`src/rtl/mem_arb_pkg.sv`:
```
// Shared types for the I/D cache to main-memory arbiter.
// Widths, FSM state encoding and write-buffer entry layout.
package mem_arb_pkg;

  localparam int ADDR_W = 16;
  localparam int DATA_W = 16;
  localparam int WBUF_DEPTH_DEF = 4;

  typedef enum logic [1:0] {
    IDLE,
    GRANT_I,
    GRANT_D,
    WRITE
  } arb_state_t;

  typedef struct packed {
    logic [ADDR_W-1:0] addr;
    logic [DATA_W-1:0] data;
  } wbuf_entry_t;

endpackage

```
`src/rtl/mem_arb_if.sv`:
```
// Cache-side and memory-side bus of mem_arbiter.
// slave = arbiter view, master = the surrounding system.
interface mem_arb_if;
  import mem_arb_pkg::*;

  logic              icache_req;
  logic [ADDR_W-1:0] icache_addr;
  logic              dcache_req;
  logic [ADDR_W-1:0] dcache_addr;
  logic              st_valid;
  logic [ADDR_W-1:0] st_addr;
  logic [DATA_W-1:0] st_data;
  logic              st_stall;
  logic              icache_proceed;
  logic              dcache_proceed;
  logic              mem_en;
  logic              mem_wr;
  logic [ADDR_W-1:0] mem_addr;
  logic [DATA_W-1:0] mem_wdata;
  logic              wbuf_empty;
  logic [15:0]       perf_i_fills;
  logic [15:0]       perf_d_fills;
  logic [15:0]       perf_stalls;

  modport slave (
    input  icache_req, icache_addr,
    input  dcache_req, dcache_addr,
    input  st_valid, st_addr, st_data,
    output st_stall,
    output icache_proceed, dcache_proceed,
    output mem_en, mem_wr, mem_addr, mem_wdata,
    output wbuf_empty,
    output perf_i_fills, perf_d_fills, perf_stalls
  );

  modport master (
    output icache_req, icache_addr,
    output dcache_req, dcache_addr,
    output st_valid, st_addr, st_data,
    input  st_stall,
    input  icache_proceed, dcache_proceed,
    input  mem_en, mem_wr, mem_addr, mem_wdata,
    input  wbuf_empty,
    input  perf_i_fills, perf_d_fills, perf_stalls
  );

endinterface

```
`src/rtl/mem_arbiter_wbuf_fifo.sv`:
```
// Write-through store buffer: power-of-two circular FIFO.
// Pointers wrap naturally; count carries one extra bit for full.
module wbuf_fifo
  import mem_arb_pkg::*;
#(
  parameter int DEPTH = 4
) (
  input  logic        clk,
  input  logic        rst_n,
  input  logic        push_i,
  input  wbuf_entry_t din_i,
  input  logic        pop_i,
  output wbuf_entry_t head_o,
  output logic        full_o,
  output logic        empty_o
);

  localparam int PW = $clog2(DEPTH);

  logic [PW-1:0] wr_q, wr_d;
  logic [PW-1:0] rd_q, rd_d;
  logic [PW:0]   cnt_q, cnt_d;
  wbuf_entry_t   mem_q [DEPTH];
  logic          do_push;
  logic          do_pop;

  assign full_o  = (cnt_q == (PW+1)'(DEPTH));
  assign empty_o = (cnt_q == '0);
  assign do_push = push_i & ~full_o;
  assign do_pop  = pop_i & ~empty_o;
  assign head_o  = mem_q[rd_q];

  always_comb begin
    wr_d  = wr_q;
    rd_d  = rd_q;
    cnt_d = cnt_q;
    if (do_push) wr_d = wr_q + 1'b1;
    if (do_pop)  rd_d = rd_q + 1'b1;
    unique case ({do_push, do_pop})
      2'b10:   cnt_d = cnt_q + 1'b1;
      2'b01:   cnt_d = cnt_q - 1'b1;
      default: cnt_d = cnt_q;
    endcase
  end

  always_ff @(posedge clk) begin
    if (!rst_n) begin
      wr_q  <= '0;
      rd_q  <= '0;
      cnt_q <= '0;
    end else begin
      wr_q  <= wr_d;
      rd_q  <= rd_d;
      cnt_q <= cnt_d;
    end
  end

  // Storage needs no reset: count gates every read.
  always_ff @(posedge clk) begin
    if (do_push) mem_q[wr_q] <= din_i;
  end

endmodule

```
`src/rtl/mem_arbiter.sv`:
```
// I/D cache fill arbiter with write-through store buffer.
// Optional perf counters: define ARB_PERF_CNT_EN.
module mem_arbiter
  import mem_arb_pkg::*;
#(
  parameter int WBUF_DEPTH = WBUF_DEPTH_DEF
) (
  input  logic      clk,
  input  logic      rst_n,
  mem_arb_if.slave  bus
);

  arb_state_t  state_q, state_d;
  wbuf_entry_t head;
  wbuf_entry_t st_ent;
  logic        full;
  logic        empty;
  logic        push;
  logic        pop;

  assign st_ent = '{addr: bus.st_addr, data: bus.st_data};
  assign push   = bus.st_valid & ~full;
  assign pop    = (state_q == WRITE);

  wbuf_fifo #(.DEPTH(WBUF_DEPTH)) u_wbuf (
    .clk     (clk),
    .rst_n   (rst_n),
    .push_i  (push),
    .din_i   (st_ent),
    .pop_i   (pop),
    .head_o  (head),
    .full_o  (full),
    .empty_o (empty)
  );

  // D fills wait for an empty buffer so they never read stale data.
  always_comb begin
    state_d = state_q;
    unique case (state_q)
      IDLE: begin
        if (full)
          state_d = WRITE;
        else if (bus.icache_req)
          state_d = GRANT_I;
        else if (bus.dcache_req && empty)
          state_d = GRANT_D;
        else if (!empty)
          state_d = WRITE;
      end
      GRANT_I: if (!bus.icache_req) state_d = IDLE;
      GRANT_D: if (!bus.dcache_req) state_d = IDLE;
      WRITE:   state_d = IDLE;
      default: state_d = IDLE;
    endcase
  end

  always_ff @(posedge clk) begin
    if (!rst_n) state_q <= IDLE;
    else        state_q <= state_d;
  end

  assign bus.icache_proceed = (state_q == GRANT_I);
  assign bus.dcache_proceed = (state_q == GRANT_D);
  assign bus.mem_en         = (state_q != IDLE);
  assign bus.mem_wr         = (state_q == WRITE);
  assign bus.wbuf_empty     = empty;
  assign bus.st_stall       = bus.st_valid & full;

  always_comb begin
    bus.mem_addr  = '0;
    bus.mem_wdata = '0;
    unique case (state_q)
      GRANT_I: bus.mem_addr = bus.icache_addr;
      GRANT_D: bus.mem_addr = bus.dcache_addr;
      WRITE: begin
        bus.mem_addr  = head.addr;
        bus.mem_wdata = head.data;
      end
      default: ;
    endcase
  end

`ifdef ARB_PERF_CNT_EN
  logic [15:0] pi_q, pd_q, ps_q;
  logic        i_win, d_win;

  assign i_win = (state_q == IDLE) && (state_d == GRANT_I);
  assign d_win = (state_q == IDLE) && (state_d == GRANT_D);

  always_ff @(posedge clk) begin
    if (!rst_n) begin
      pi_q <= '0;
      pd_q <= '0;
      ps_q <= '0;
    end else begin
      if (i_win)        pi_q <= pi_q + 16'd1;
      if (d_win)        pd_q <= pd_q + 16'd1;
      if (bus.st_stall) ps_q <= ps_q + 16'd1;
    end
  end

  assign bus.perf_i_fills = pi_q;
  assign bus.perf_d_fills = pd_q;
  assign bus.perf_stalls  = ps_q;
`else
  assign bus.perf_i_fills = '0;
  assign bus.perf_d_fills = '0;
  assign bus.perf_stalls  = '0;
`endif

endmodule

```
`src/flat_wrapper.sv`:
```
// flat-port wrapper written by rule: the top's interface ports become plain ports
module mem_arbiter_flat import mem_arb_pkg::*;
#(
  parameter int WBUF_DEPTH = WBUF_DEPTH_DEF
)
  (clk, rst_n, bus_icache_req, bus_icache_addr, bus_dcache_req, bus_dcache_addr, bus_st_valid, bus_st_addr, bus_st_data, bus_st_stall, bus_icache_proceed, bus_dcache_proceed, bus_mem_en, bus_mem_wr, bus_mem_addr, bus_mem_wdata, bus_wbuf_empty, bus_perf_i_fills, bus_perf_d_fills, bus_perf_stalls);
  mem_arb_if bus_i ();
  input  logic clk;
  input  logic rst_n;
  input wire logic [$bits(bus_i.icache_req)-1:0] bus_icache_req;
  input wire logic [$bits(bus_i.icache_addr)-1:0] bus_icache_addr;
  input wire logic [$bits(bus_i.dcache_req)-1:0] bus_dcache_req;
  input wire logic [$bits(bus_i.dcache_addr)-1:0] bus_dcache_addr;
  input wire logic [$bits(bus_i.st_valid)-1:0] bus_st_valid;
  input wire logic [$bits(bus_i.st_addr)-1:0] bus_st_addr;
  input wire logic [$bits(bus_i.st_data)-1:0] bus_st_data;
  output wire logic [$bits(bus_i.st_stall)-1:0] bus_st_stall;
  output wire logic [$bits(bus_i.icache_proceed)-1:0] bus_icache_proceed;
  output wire logic [$bits(bus_i.dcache_proceed)-1:0] bus_dcache_proceed;
  output wire logic [$bits(bus_i.mem_en)-1:0] bus_mem_en;
  output wire logic [$bits(bus_i.mem_wr)-1:0] bus_mem_wr;
  output wire logic [$bits(bus_i.mem_addr)-1:0] bus_mem_addr;
  output wire logic [$bits(bus_i.mem_wdata)-1:0] bus_mem_wdata;
  output wire logic [$bits(bus_i.wbuf_empty)-1:0] bus_wbuf_empty;
  output wire logic [$bits(bus_i.perf_i_fills)-1:0] bus_perf_i_fills;
  output wire logic [$bits(bus_i.perf_d_fills)-1:0] bus_perf_d_fills;
  output wire logic [$bits(bus_i.perf_stalls)-1:0] bus_perf_stalls;
  assign bus_i.icache_req = bus_icache_req;
  assign bus_i.icache_addr = bus_icache_addr;
  assign bus_i.dcache_req = bus_dcache_req;
  assign bus_i.dcache_addr = bus_dcache_addr;
  assign bus_i.st_valid = bus_st_valid;
  assign bus_i.st_addr = bus_st_addr;
  assign bus_i.st_data = bus_st_data;
  assign bus_st_stall = bus_i.st_stall;
  assign bus_icache_proceed = bus_i.icache_proceed;
  assign bus_dcache_proceed = bus_i.dcache_proceed;
  assign bus_mem_en = bus_i.mem_en;
  assign bus_mem_wr = bus_i.mem_wr;
  assign bus_mem_addr = bus_i.mem_addr;
  assign bus_mem_wdata = bus_i.mem_wdata;
  assign bus_wbuf_empty = bus_i.wbuf_empty;
  assign bus_perf_i_fills = bus_i.perf_i_fills;
  assign bus_perf_d_fills = bus_i.perf_d_fills;
  assign bus_perf_stalls = bus_i.perf_stalls;
  mem_arbiter #(.WBUF_DEPTH(WBUF_DEPTH)) u_core (.clk(clk), .rst_n(rst_n), .bus(bus_i));
endmodule
```
`config.mk`:
```
export PLATFORM = sky130hd
export DESIGN_NAME = mem_arbiter_flat
export DESIGN_NICKNAME = d
export VERILOG_FILES = /design/src/rtl/mem_arb_pkg.sv /design/src/rtl/mem_arb_if.sv /design/src/rtl/mem_arbiter_wbuf_fifo.sv /design/src/rtl/mem_arbiter.sv /design/src/flat_wrapper.sv
export SDC_FILE = /design/constraint.sdc
export NUM_CORES = 1
export LEC_CHECK = 0
export CAP_MARGIN = 10
export CELL_PAD_IN_SITES_DETAIL_PLACEMENT = 1
export CELL_PAD_IN_SITES_GLOBAL_PLACEMENT = 2
export CORE_MARGIN = 8
export CORE_UTILIZATION = 34
export DETAILED_ROUTE_END_ITERATION = 10
export PLACE_DENSITY_LB_ADDON = 0.12
export SLEW_MARGIN = 0
export SYNTH_ARGS = -nofsm -noshare
export SYNTH_HDL_FRONTEND = slang
export SYNTH_SLANG_ARGS = --single-unit
```
`constraint.sdc`:
```
create_clock -name clk -period 2.85 [get_ports clk]
set_input_delay 0.7125 -clock clk [delete_from_list [all_inputs] [get_ports clk]]
set_output_delay 0.7125 -clock clk [all_outputs]
set_load 0.02 [all_outputs]
```
After elaboration in Yosys (flattened, before gate mapping)
Memory sizes are Yosys's and may differ from the RTL's. A register that Yosys moved wholly into a read port is not among the register bits.
Cells that the tools add are included.
{"block": "classes", "n_addsub": 4, "eq_ne": 9, "mux": 14, "n_bitwise": 6, "reduce_logical": 6}
{"cell": "case mux 16 bit (3 select lines)", "count": 1}
{"cell": "2-to-1 mux 16 bit", "count": 1}
{"cell": "2-to-1 mux 2 bit", "count": 8}
{"cell": "case mux 2 bit (4 select lines)", "count": 1}
{"cell": "equality test 2 bit, second input constant", "count": 3}
{"cell": "case mux 3 bit (2 select lines)", "count": 1}
{"cell": "inequality test 5 x 4 -> 1 bit, second input constant", "count": 1}
{"cell": "adder 2 x 1 -> 2 bit, second input constant", "count": 2}
{"cell": "AND 1 bit", "count": 4}
{"cell": "equality test 2 x 1 -> 1 bit, second input constant", "count": 2}
{"cell": "inequality test 2 bit, second input constant", "count": 2}
{"cell": "nonzero test 2 bit", "count": 2}
{"cell": "adder 3 x 1 -> 3 bit, second input constant", "count": 1}
{"cell": "equality test 3 bit, second input constant", "count": 1}
{"cell": "logical NOT 3 bit", "count": 1}
{"cell": "AND reduction 3 bit", "count": 1}
{"cell": "subtractor 3 x 1 -> 3 bit, second input constant", "count": 1}
{"cell": "logical NOT 2 bit", "count": 1}
{"cell": "2-to-1 mux 1 bit", "count": 2}
{"cell": "NOT 1 bit", "count": 2}
{"cell": "logical AND 1 bit", "count": 1}
{"block": "word_totals", "regBits": 9, "mem_bits_rw": 128, "out_inout_bits": 86, "wordCells": 44, "n_memories": 1}
{"memory": "u_core.u_wbuf.mem_q", "depth": 4, "width": 32, "rd": 1, "rd_clocked_by_memory_dff": 1, "wr": 1, "line_no": "mem_arbiter_wbuf_fifo.sv:23", "source": "wbuf_entry_t mem_q [DEPTH];"}

Depth between registers and ports, before layout
Gate-level depths: netlist of run 1.
{"block": "depth", "depth_word": 6, "ltp_mapped": 9, "ltp_nobuf": 8}

By module
Synthesis of run 1 repeated with hierarchy kept, for this count alone.
{"block": "unflattened", "cells_unflattened": 343, "area_unflattened_um2": 6090.8}
{"mod": "wbuf_fifo", "instances": 1, "cells_each": 221, "area_each_um2": 5144.9, "seq_area_each_um2": 4023.9}
{"mod": "mem_arbiter", "instances": 1, "cells_each": 122, "area_each_um2": 945.9, "seq_area_each_um2": 40.0}

Worst setup path after synthesis of run 1
No wires, ideal clock.
{"block": "synth_path", "path_kind": "input to register", "startpoint": "input bus_st_valid", "endpoint": "register u_core.u_wbuf.cnt_q[2]", "setup_time_ns": 0.073, "t_arrival_ns": 2.157, "slack_ns": 0.620, "stages": 8, "n_path_buf": 1, "cell_sequence": "buf_1 nand2_1 ha_1 inv_1 fa_1 xor2_1 or3_1 a21oi_1"}
{"block": "synth_via", "elab_chain_len": 4, "word_cells_on_any_way": 6, "classes_between": "eq/ne: 2; mux: 1; bitwise: 2; reduce/logical: 1"}
{"item": "start, declared", "line_no": "flat_wrapper.sv:14", "source": "input wire logic [$bits(bus_i.st_valid)-1:0] bus_st_valid;"}
{"item": "AND 1 bit (*)", "line_no": "mem_arbiter.sv:22", "source": "assign push = bus.st_valid & ~full;"}
{"item": "AND 1 bit (*)", "line_no": "mem_arbiter_wbuf_fifo.sv:29", "source": "assign do_push = push_i & ~full_o;"}
{"item": "equality test 2 x 1 -> 1 bit or equality test 2 bit (tied branches)", "line_no": "mem_arbiter_wbuf_fifo.sv:39", "source": "unique case ({do_push, do_pop})"}
{"item": "case mux 3 bit (2 select lines) or nonzero test 2 bit (tied branches)"}
{"item": "end signal, assigned", "line_no": "mem_arbiter_wbuf_fifo.sv:54", "source": "cnt_q <= cnt_d;"}
{"item": "end, declared", "line_no": "mem_arbiter_wbuf_fifo.sv:22", "source": "logic [PW:0] cnt_q, cnt_d;"}
Every way passes the cells marked *; elsewhere a longest branch is shown, timed or not.
A chain may end at the register's enable or synchronous reset.

==> out/metrics.csv, run 1 <==
stage,metric,value,unit
clocking,number of H-tree levels,4,
placed_design,Placed Cells incl. Taps,685,
logic_synthesis,"Seq/Total Area, Yosys",67.9,%
global_routing,wire length of the first global-routing pass,20.3,mm
cells_and_area,fraction of final layout cells with drive strength greater than 1,16.3,%
critical_path,endpoint type of the worst setup path,primary output,
critical_path,type of origin of the critical path,flip-flop,
cells_and_area,"commonest cells after routing, fill and taps aside","sky130_fd_sc_hd__edfxtp_1 (128), sky130_fd_sc_hd__clkdlybuf4s50_1 (74), sky130_fd_sc_hd__conb_1 (48)",
sta,largest clock skew in the final design,0.00574,ns
drt,drt initial violations,138,
drt,Antenna Violating Nets Remaining,0,
logic_synthesis,cell count after synthesis,359,
cells_and_area,Antenna diodes,0,
pwr,areal power density over the cells,663,mW/mm2
die,overall die width,149,um
pwr,worst vdd ir,344,uV
cells_and_area,most frequent standard cell in the layout excluding fill and tap cells,sky130_fd_sc_hd__edfxtp_1,
placed_design,dpl hpwl,8.84,mm
drt,wire length after detailed routing,13.5,mm
min_path,hold path cells,2,
logic_synthesis,Synth Register Bits,139,
die,die area,0.0221,mm2
min_path,type of the tightest min-delay check,reg2reg,
clocking,number of sinks on the clock net,139,
sta,"Min Clock Period, post-route",2.71,ns
placed_design,GPL Wtd Cong,0.665,
clocking,"Reg clk slew, reported paths",0.05,ns
die,I/O pin count,155,
critical_path,"critical path fanouts, max",17,
pwr,leakage component of the power,2.85,nW
sta,worst hold slack,0.499,ns
die,Core Rows,48,
die,initial core utilization,34.7,%
drt,DR WL met2,6.87,mm
sta,final setup violating endpoints,0,
cells_and_area,final standard cell count with taps included and fillers excluded,717,
drt,M1 wire length,5.59,mm
min_path,hold path start,u_core.u_wbuf.rd_q[1],
drt,highest metal used,met4,
sta,final hold violations,0,
die,Core Box Area,0.0172,mm2
cells_and_area,post-route cell area,0.00775,mm2
critical_path,RR Endpoint,u_core.u_wbuf.cnt_q[2],
drt,Vias per Instance,4.54,
run_status,outcome,"finished, final reports clean",
global_routing,global-route total usage across every layer,12.3,%
critical_path,Worst Path Arrival,1.99,ns
drt,number of optimization iterations in the first detailed-route pass,4,
critical_path,category of the critical setup timing path,reg2out,
drt,via count,3256,
global_routing,grt total ovfl,0,
cells_and_area,final-stage net count,554,
critical_path,Critical Path RT,2.14,ns
critical_path,critical register-to-register path startpoint,u_core.u_wbuf.cnt_q[2],
cells_and_area,area added between synthesis and finish,29.6,%
clocking,Root Driver,sky130_fd_sc_hd__clkbuf_16,
clocking,buffer levels on the longest clock path,2,
drt,post-detailed-route wirelength per cell,18.8,um
logic_synthesis,share of synthesized registers carrying an async set or reset,0,%
drt,met3 routed WL,886,um
cells_and_area,end-of-flow core utilization,45.0,%
logic_synthesis,total of warnings raised by yosys,0,
global_routing,number of global-route vias before repair,3554,
placed_design,DP Area,0.00720,mm2
critical_path,worst r2r path cells,8,
logic_synthesis,Mapped Avg Cell Area,16.7,um2
clocking,clock latency reported for the late side of the worst-skew pair,0.41,ns
flow_run,max-capacitance violation count,0,
critical_path,Register-to-Register Setup Slack,0.53,ns
clocking,CTS tree,yes,
logic_synthesis,count of flip-flops with a built-in enable after synthesis,128,
placed_design,Place WS,0.153,ns
sta,min setup slack post-route,0.145,ns
pwr,total power of the final layout,5.14,mW
global_routing,maximum number of pins on one net before global-route repair,33,
clocking,TritonCTS Buffers,17,
logic_synthesis,netlist area before placement,0.00598,mm2
die,height of the die,149,um
sta,unrepaired setup endpoints after global routing,no,
global_routing,initial antenna violation count,0,
sta,fin. max-slew vios,0,
sta,setup tns final,0,ns
drt,residual DRC count,0,
sta,crit share post-route,94.9,%
placed_design,number of port buffers,106,
logic_synthesis,number of library cell types mapped by synthesis,33,
sta,maximum clock rate,370,MHz
logic_synthesis,predominant post-synthesis flop cell,sky130_fd_sc_hd__edfxtp_1,
==> routing by layer <==
metal	global-route usage, %	vias up
li1	-	1506
met1	14.3	1631
met2	20.9	104
met3	3.68	15
met4	4.44	0
met5	0	-
==> report_power, final <==
group	total (mW)	internal (mW)	switching, mW
Clock	2.21	1.45	0.758
Sequential	2.35	2.32	0.0309
Combinational	0.586	0.257	0.329
Total	5.14	4.03	1.12
==> logic make-up (layout without fill, tap and decap cells) <==
group           after synthesis  after routing  synth area share [%]
other cells                   1             48                0.0627
flops                       139            139                  67.9
fa+ha+maj                     6              6                  1.38
mux                          32             32                  12.0
compound gates               29             29                  3.49
xor+xnor                      3              3                 0.439
simple gates                 72             72                  5.81
buf+inv                      77            163                  8.85
==> worst max-delay path, cell delays in order (launching register included) <==
cell                            delay [ns]
sky130_fd_sc_hd__dfxtp_2              0.37
sky130_fd_sc_hd__buf_12               0.20
sky130_fd_sc_hd__mux4_2               0.53
sky130_fd_sc_hd__nand2_1              0.10
sky130_fd_sc_hd__nand2_1              0.05
sky130_fd_sc_hd__dlygate4sd2_1        0.32
==> cells in the mapped netlist (2+ instances only) <==
| master | n | area (um2) |
|---|---|---|
| sky130_fd_sc_hd__nor2_1 | 6 | 22.5 |
| sky130_fd_sc_hd__nor2b_1 | 2 | 12.5 |
| sky130_fd_sc_hd__nand2_1 | 34 | 128 |
| sky130_fd_sc_hd__nor3_1 | 2 | 10.0 |
| sky130_fd_sc_hd__buf_6 | 2 | 22.5 |
| sky130_fd_sc_hd__a21oi_1 | 5 | 25.0 |
| sky130_fd_sc_hd__xor2_1 | 2 | 17.5 |
| sky130_fd_sc_hd__o21ai_0 | 3 | 15.0 |
| sky130_fd_sc_hd__ha_1 | 5 | 62.6 |
| sky130_fd_sc_hd__buf_2 | 10 | 50.1 |
| sky130_fd_sc_hd__and3_1 | 4 | 25.0 |
| sky130_fd_sc_hd__and2_1 | 17 | 106 |
| sky130_fd_sc_hd__clkbuf_1 | 2 | 7.51 |
| sky130_fd_sc_hd__a22oi_1 | 16 | 120 |
| sky130_fd_sc_hd__nand3_1 | 2 | 10.0 |
| sky130_fd_sc_hd__mux4_2 | 32 | 721 |
| sky130_fd_sc_hd__a21o_1 | 2 | 15.0 |
| sky130_fd_sc_hd__buf_12 | 2 | 40.0 |
| sky130_fd_sc_hd__or3_1 | 3 | 18.8 |
| sky130_fd_sc_hd__buf_4 | 48 | 360 |
| sky130_fd_sc_hd__inv_1 | 11 | 41.3 |
| sky130_fd_sc_hd__dfxtp_1 | 11 | 220 |
| sky130_fd_sc_hd__edfxtp_1 | 128 | 3840 |
==> area by class of cell <==
cell class,count,area (um2)
clock buffers,22,444
inverters,12,45.0
flip-flops and latches,139,4070
fillers,1718,9480
repair buffers,119,1190
well taps,225,282
multi-input cells,190,1580
clock inverters,10,148
==> flip-flops by register name, summed over array words and instances (netlist names), named ones only <==
name,cells
u_core.u_wbuf.rd_q,2
u_core.u_wbuf.wr_q,2
u_core.u_wbuf.cnt_q,3
u_core.state_q,2
u_core.u_wbuf.mem_q,128
==> how the worst max path moves through the flow <==
stage,start,to,depth (start not counted)
6_report,flip-flop,bus_mem_addr[6],5
3_3_place_gp,bus_st_valid,bus_st_stall,4
5_1_grt,u_core.state_q[0],bus_icache_proceed,3
2_1_floorplan,bus_st_valid,u_core.u_wbuf.cnt_q[2],8
4_1_cts,u_core.u_wbuf.cnt_q[2],bus_st_stall,3
3_5_place_dp,bus_st_valid,bus_st_stall,4
==> what timing repair did <==
item | 4_1_cts | 5_1_grt
pin swaps | 0 | 0
cloned | 0 | 0
gates resized for setup | 32 | 1
setup buffers | 0 | 0
hold buffers | 0 | 0
setup endpoints to repair | 32 | 1
Note: power is estimated with default switching activity, not from simulation.
==> run 2: changes to the inputs <==
--- a/config.mk
+++ b/config.mk
@@ -8,6 +8,7 @@
 export CAP_MARGIN = 10
 export CELL_PAD_IN_SITES_DETAIL_PLACEMENT = 1
 export CELL_PAD_IN_SITES_GLOBAL_PLACEMENT = 2
+export CORE_ASPECT_RATIO = 1.1
 export CORE_MARGIN = 8
 export CORE_UTILIZATION = 34
 export DETAILED_ROUTE_END_ITERATION = 10
==> run 2 against run 1 <==
Net effect: critical path depth decreased by 1; clock power is 12% lower; wire length rose by 1.4%; sequential power barely moved; critical path type unchanged; worst setup slack got worse by 0.039 ns.
==> out/metrics.csv, run 2 (synthesis gave the netlist of run 1 again) <==
stage,metric,value,unit
pwr,worst vdd ir,356,uV
critical_path,"critical path fanouts, max",17,
cells_and_area,end-of-flow core utilization,44.0,%
die,overall die width,142,um
die,Core Box Area,0.0175,mm2
cells_and_area,final standard cell count with taps included and fillers excluded,734,
critical_path,Critical Path RT,2.14,ns
placed_design,Place WS,0.148,ns
pwr,part of the power in registers,48.2,%
cells_and_area,"commonest cells after routing, fill and taps aside","sky130_fd_sc_hd__edfxtp_1 (128), sky130_fd_sc_hd__clkdlybuf4s50_1 (74), sky130_fd_sc_hd__conb_1 (48)",
clocking,Root Driver,sky130_fd_sc_hd__clkbuf_16,
critical_path,category of the critical setup timing path,reg2out,
die,height of the die,155,um
global_routing,maximum number of pins on one net before global-route repair,22,
pwr,switching part of the total power,24.4,%
pwr,total power of the final layout,4.87,mW
drt,residual DRC count,0,
clocking,TritonCTS Buffers,17,
sta,maximum clock rate,364,MHz
sta,final setup violating endpoints,0,
sta,unrepaired setup endpoints after global routing,no,
clocking,Resized cells post-CTS,33,
cells_and_area,area added between synthesis and finish,28.5,%
sta,setup tns final,0,ns
clocking,"Reg clk slew, reported paths",0.06,ns
drt,via count,3294,
placed_design,Placed Cells incl. Taps,702,
global_routing,wire length of the first global-routing pass,21.0,mm
sta,min setup slack post-route,0.105,ns
clocking,buffer levels on the longest clock path,2,
critical_path,Worst Path Arrival,2.03,ns
cells_and_area,post-route cell area,0.00769,mm2
critical_path,Register-to-Register Setup Slack,0.52,ns
cells_and_area,most frequent standard cell in the layout excluding fill and tap cells,sky130_fd_sc_hd__edfxtp_1,
drt,Vias per Instance,4.49,
sta,fin. max-slew vios,0,
pwr,Switching Power,1.19,mW
drt,number of optimization iterations in the first detailed-route pass,6,
sta,crit share post-route,96.3,%
pwr,leakage component of the power,2.82,nW
clocking,number of H-tree levels,4,
clocking,number of sinks on the clock net,139,
die,die area,0.0221,mm2
flow_run,max-capacitance violation count,0,
global_routing,grt total ovfl,0,
placed_design,GPL Wtd Cong,0.693,
drt,post-detailed-route wirelength per cell,18.6,um
clocking,"Hold-fix buffers, CTS",0,
cells_and_area,number of flip-flops under the largest register name,128,
placed_design,number of port buffers,106,
die,I/O pin count,155,
pwr,Internal,3.68,mW
sta,worst hold slack,0.538,ns
sta,final hold violations,0,
critical_path,type of origin of the critical path,flip-flop,
clocking,CTS tree,yes,
run_status,outcome,"finished, final reports clean",
global_routing,number of global-route vias before repair,3738,
clocking,clock latency reported for the late side of the worst-skew pair,0.42,ns
global_routing,initial antenna violation count,0,
sta,largest clock skew in the final design,0.00478,ns
cells_and_area,register name with the most flops,u_core.u_wbuf.mem_q,
drt,drt initial violations,165,
die,Core Rows,51,
drt,Antenna Violating Nets Remaining,0,
pwr,areal power density over the cells,634,mW/mm2
min_path,type of the tightest min-delay check,reg2reg,
cells_and_area,Antenna diodes,0,
pwr,Gate power share,11.9,%
placed_design,DP Area,0.00720,mm2
critical_path,endpoint type of the worst setup path,primary output,
global_routing,global-route total usage across every layer,12.9,%
clocking,count of buffers added by post-CTS timing repair for setup,0,
sta,"Min Clock Period, post-route",2.74,ns
pwr,relative contribution of the clock network to total power,39.9,%
die,initial core utilization,34.2,%
cells_and_area,final-stage net count,558,
drt,wire length after detailed routing,13.7,mm
placed_design,dpl hpwl,9.29,mm
cells_and_area,fraction of final layout cells with drive strength greater than 1,17.9,%
cells_and_area,Top Registers,"u_core.u_wbuf.mem_q x128, u_core.u_wbuf.cnt_q x3",
[run 2: cell types whose count changed in the layout (fill, tap and decap cells not counted), moves of 3 or more]
| cell | previous run | this run |
|---|---|---|
| sky130_fd_sc_hd__buf_12 | 6 | 2 |
| sky130_fd_sc_hd__clkinv_4 | 0 | 3 |
| sky130_fd_sc_hd__clkbuf_1 | 5 | 1 |
| sky130_fd_sc_hd__buf_4 | 7 | 14 |
| sky130_fd_sc_hd__inv_6 | 0 | 4 |
| sky130_fd_sc_hd__bufinv_16 | 4 | 0 |
[run 2: layout make-up]
| class | count | area, um2 |
|---|---|---|
| sequential | 139 | 4070 |
| clock buffer | 18 | 429 |
| tap | 238 | 298 |
| clock inverter | 14 | 96.3 |
| timing repair buffer | 123 | 1180 |
| fill | 1785 | 9790 |
| multi-input combinational | 190 | 1580 |
| inverter | 12 | 45.0 |
[run 2: power groups by stage]
stage	clock network, mW	registers, mW	logic (mW)
after floorplan	0	2.38	0.377
after global placement	0	2.39	0.616
after detailed placement	0	2.39	0.624
after CTS	2.01	2.35	0.594
after global routing	2.09	2.36	0.636
final	1.94	2.35	0.581
[run 2: final timing paths]
check / start / endpoint / depth (start not counted)
setup reg to reg: u_core.u_wbuf.cnt_q[2] / u_core.u_wbuf.cnt_q[2] / 8
setup / recovery: flip-flop / bus_mem_wdata[11] / 4
hold / removal: u_core.u_wbuf.cnt_q[2] / u_core.u_wbuf.cnt_q[2] / 2
hold reg to reg: u_core.u_wbuf.cnt_q[2] / u_core.u_wbuf.cnt_q[2] / 2
[run 2: critical path, cell delays in order, from the launching register on]
cell and delay [ns]:
sky130_fd_sc_hd__dfxtp_2 0.37, sky130_fd_sc_hd__buf_12 0.21, sky130_fd_sc_hd__mux4_2 0.52, sky130_fd_sc_hd__and2_1 0.19
sky130_fd_sc_hd__dlygate4sd2_1 0.33
[run 2: metal layers]
metal  GRT usage, %  wire [um]
met3           4.54       1000
met2           22.8       7120
met5              0          0
met4           4.86        200
met1           13.9       5360
==> run 3: changes to the inputs <==
--- a/config.mk
+++ b/config.mk
@@ -5,7 +5,7 @@
 export SDC_FILE = /design/constraint.sdc
 export NUM_CORES = 1
 export LEC_CHECK = 0
-export CAP_MARGIN = 10
+export CAP_MARGIN = 20
 export CELL_PAD_IN_SITES_DETAIL_PLACEMENT = 1
 export CELL_PAD_IN_SITES_GLOBAL_PLACEMENT = 2
 export CORE_ASPECT_RATIO = 1.1
@@ -13,7 +13,9 @@
 export CORE_UTILIZATION = 34
 export DETAILED_ROUTE_END_ITERATION = 10
 export PLACE_DENSITY_LB_ADDON = 0.12
+export REMOVE_ABC_BUFFERS = 1
 export SLEW_MARGIN = 0
 export SYNTH_ARGS = -nofsm -noshare
 export SYNTH_HDL_FRONTEND = slang
 export SYNTH_SLANG_ARGS = --single-unit
+export TNS_END_PERCENT = 100
==> run 3 against run 2 <==
Net effect: clock power increased by 16%; cell area increased by 2.7%; non-clock buffer count increased by 2; combinational power increased by 5.7%; die area unchanged; largest cell class unchanged.
==> out/metrics.csv, run 3 (synthesis gave the netlist of run 1 again) <==
stage,metric,value,unit
sta,"Min Clock Period, post-route",2.76,ns
critical_path,standard cell with the maximum stage delay on the critical path,sky130_fd_sc_hd__mux4_2,
clocking,number of H-tree levels,4,
placed_design,Place WS,0.157,ns
clocking,CTS tree,yes,
clocking,Root Driver,sky130_fd_sc_hd__clkbuf_16,
global_routing,grt total ovfl,0,
global_routing,global-route total usage across every layer,13.0,%
critical_path,critical path cell sequence,buf_16 > mux4_2 > nand2_1 > nand2_1 > dlygate4sd2_1,
cells_and_area,Top Registers,"u_core.u_wbuf.mem_q x128, u_core.u_wbuf.cnt_q x3",
critical_path,most frequent cell on the critical path,sky130_fd_sc_hd__nand2_1,
sta,crit share post-route,96.8,%
cells_and_area,final-stage net count,560,
pwr,areal power density over the cells,662,mW/mm2
sta,worst hold slack,0.501,ns
global_routing,wire length of the first global-routing pass,21.0,mm
drt,Vias per Instance,4.51,
drt,post-detailed-route wirelength per cell,19.1,um
die,Core Box Area,0.0175,mm2
flow_run,max-capacitance violation count,0,
pwr,worst vdd ir,397,uV
critical_path,largest incremental delay on the critical path,0.52,ns
critical_path,"critical path fanouts, max",14,
cells_and_area,number of flip-flops under the largest register name,128,
drt,Antenna Violating Nets Remaining,0,
die,height of the die,155,um
pwr,leakage component of the power,2.90,nW
cells_and_area,Antenna diodes,0,
critical_path,type of origin of the critical path,flip-flop,
cells_and_area,final standard cell count with taps included and fillers excluded,736,
placed_design,number of port buffers,106,
die,die area,0.0221,mm2
sta,fin. max-slew vios,0,
sta,unrepaired setup endpoints after global routing,no,
clocking,number of sinks on the clock net,139,
clocking,buffer levels on the longest clock path,2,
critical_path,Critical Path RT,2.14,ns
cells_and_area,register name with the most flops,u_core.u_wbuf.mem_q,
run_status,outcome,"finished, final reports clean",
die,Core Rows,51,
drt,drt initial violations,149,
critical_path,critical register-to-register path startpoint,u_core.u_wbuf.cnt_q[2],
critical_path,category of the critical setup timing path,reg2out,
drt,number of optimization iterations in the first detailed-route pass,4,
sta,final hold violations,0,
clocking,count of buffers added by post-CTS timing repair for setup,0,
sta,largest clock skew in the final design,0.00374,ns
clocking,"Reg clk slew, reported paths",0.06,ns
clocking,"Hold-fix buffers, CTS",0,
placed_design,Placed Cells incl. Taps,702,
critical_path,endpoint type of the worst setup path,primary output,
drt,wire length after detailed routing,14.1,mm
sta,final setup violating endpoints,0,
global_routing,maximum number of pins on one net before global-route repair,31,
clocking,TritonCTS Buffers,17,
placed_design,GPL Wtd Cong,0.721,
sta,min setup slack post-route,0.0910,ns
die,I/O pin count,155,
die,initial core utilization,34.2,%
drt,residual DRC count,0,
critical_path,Worst Path Arrival,2.05,ns
cells_and_area,fraction of final layout cells with drive strength greater than 1,18.1,%
cells_and_area,"commonest cells after routing, fill and taps aside","sky130_fd_sc_hd__edfxtp_1 (128), sky130_fd_sc_hd__clkdlybuf4s50_1 (74), sky130_fd_sc_hd__conb_1 (48)",
clocking,clock latency reported for the late side of the worst-skew pair,0.41,ns
global_routing,number of global-route vias before repair,3637,
min_path,hold path start,u_core.u_wbuf.rd_q[1],
placed_design,dpl hpwl,9.32,mm
drt,via count,3317,
cells_and_area,most frequent standard cell in the layout excluding fill and tap cells,sky130_fd_sc_hd__edfxtp_1,
global_routing,initial antenna violation count,0,
cells_and_area,area added between synthesis and finish,32.0,%
sta,setup tns final,0,ns
die,overall die width,142,um
sta,maximum clock rate,362,MHz
min_path,type of the tightest min-delay check,reg2reg,
-- run 3: changes by cell type in the layout (fill, tap and decap cells not counted), sizes merged --
cell,before,now
bufinv,0,4
inv,15,12
buf,17,18
clkbuf,18,19
clkinv,10,9
-- run 3: repair_timing --
item,4_1_cts,5_1_grt
resized for setup,33,2
cloned,1,1
setup endpoints to repair,32,13
-- run 3: worst max-delay path, delay by kind of cell (launching register included) --
family / cells / cell delay (ns)
buffers and inverters: 2 / 0.53
multiplexers: 1 / 0.52
flip-flops: 1 / 0.43
AND/OR/NAND/NOR: 2 / 0.15
-- run 3: report_power, final --
| part | internal (mW) | leakage (nW) | switching [mW] |
|---|---|---|---|
| clock network | 1.45 | 0.296 | 0.811 |
| registers | 2.32 | 1.27 | 0.0321 |
| logic | 0.274 | 1.34 | 0.340 |
| total | 4.04 | 2.90 | 1.18 |
-- run 3: stage by stage --
step / instance area, um2 / util (%) / power [mW]
6_report: 7900 / 45.2 / 5.23
5_1_grt: 7900 / 45.2 / 5.41
4_1_cts: 7870 / 45.0 / 5.28
3_5_place_dp: 7270 / 41.6 / 3.04
3_3_place_gp: 7270 / 41.6 / 3.03
2_1_floorplan: 5680 / - / 2.69
-- run 3: final timing paths --
check | end | slack (ns) | cells after the start
max | bus_mem_addr[4] | 0.09 | 5
min | flip-flop | 0.50 | 2
max reg2reg | u_core.u_wbuf.cnt_q[2] | 0.52 | 8
min reg2reg | flip-flop | 0.50 | 2
-- run 3: routing by layer --
| layer | GRT usage (%) | wire (um) | vias to the layer above |
|---|---|---|---|
| li1 | - | - | 1513 |
| met1 | 15.1 | 5860 | 1673 |
| met2 | 21.8 | 6930 | 116 |
| met3 | 4.47 | 1090 | 15 |
| met4 | 4.86 | 184 | 0 |
| met5 | 0 | 0 | - |
-- run 3: layout make-up --
| class | count | area [um2] |
|---|---|---|
| fill | 1770 | 9590 |
| clock inverter | 14 | 176 |
| inverter | 12 | 45.0 |
| timing repair buffer | 125 | 1300 |
| sequential | 139 | 4070 |
| multi-input combinational | 190 | 1580 |
| clock buffer | 18 | 429 |
| tap | 238 | 298 |
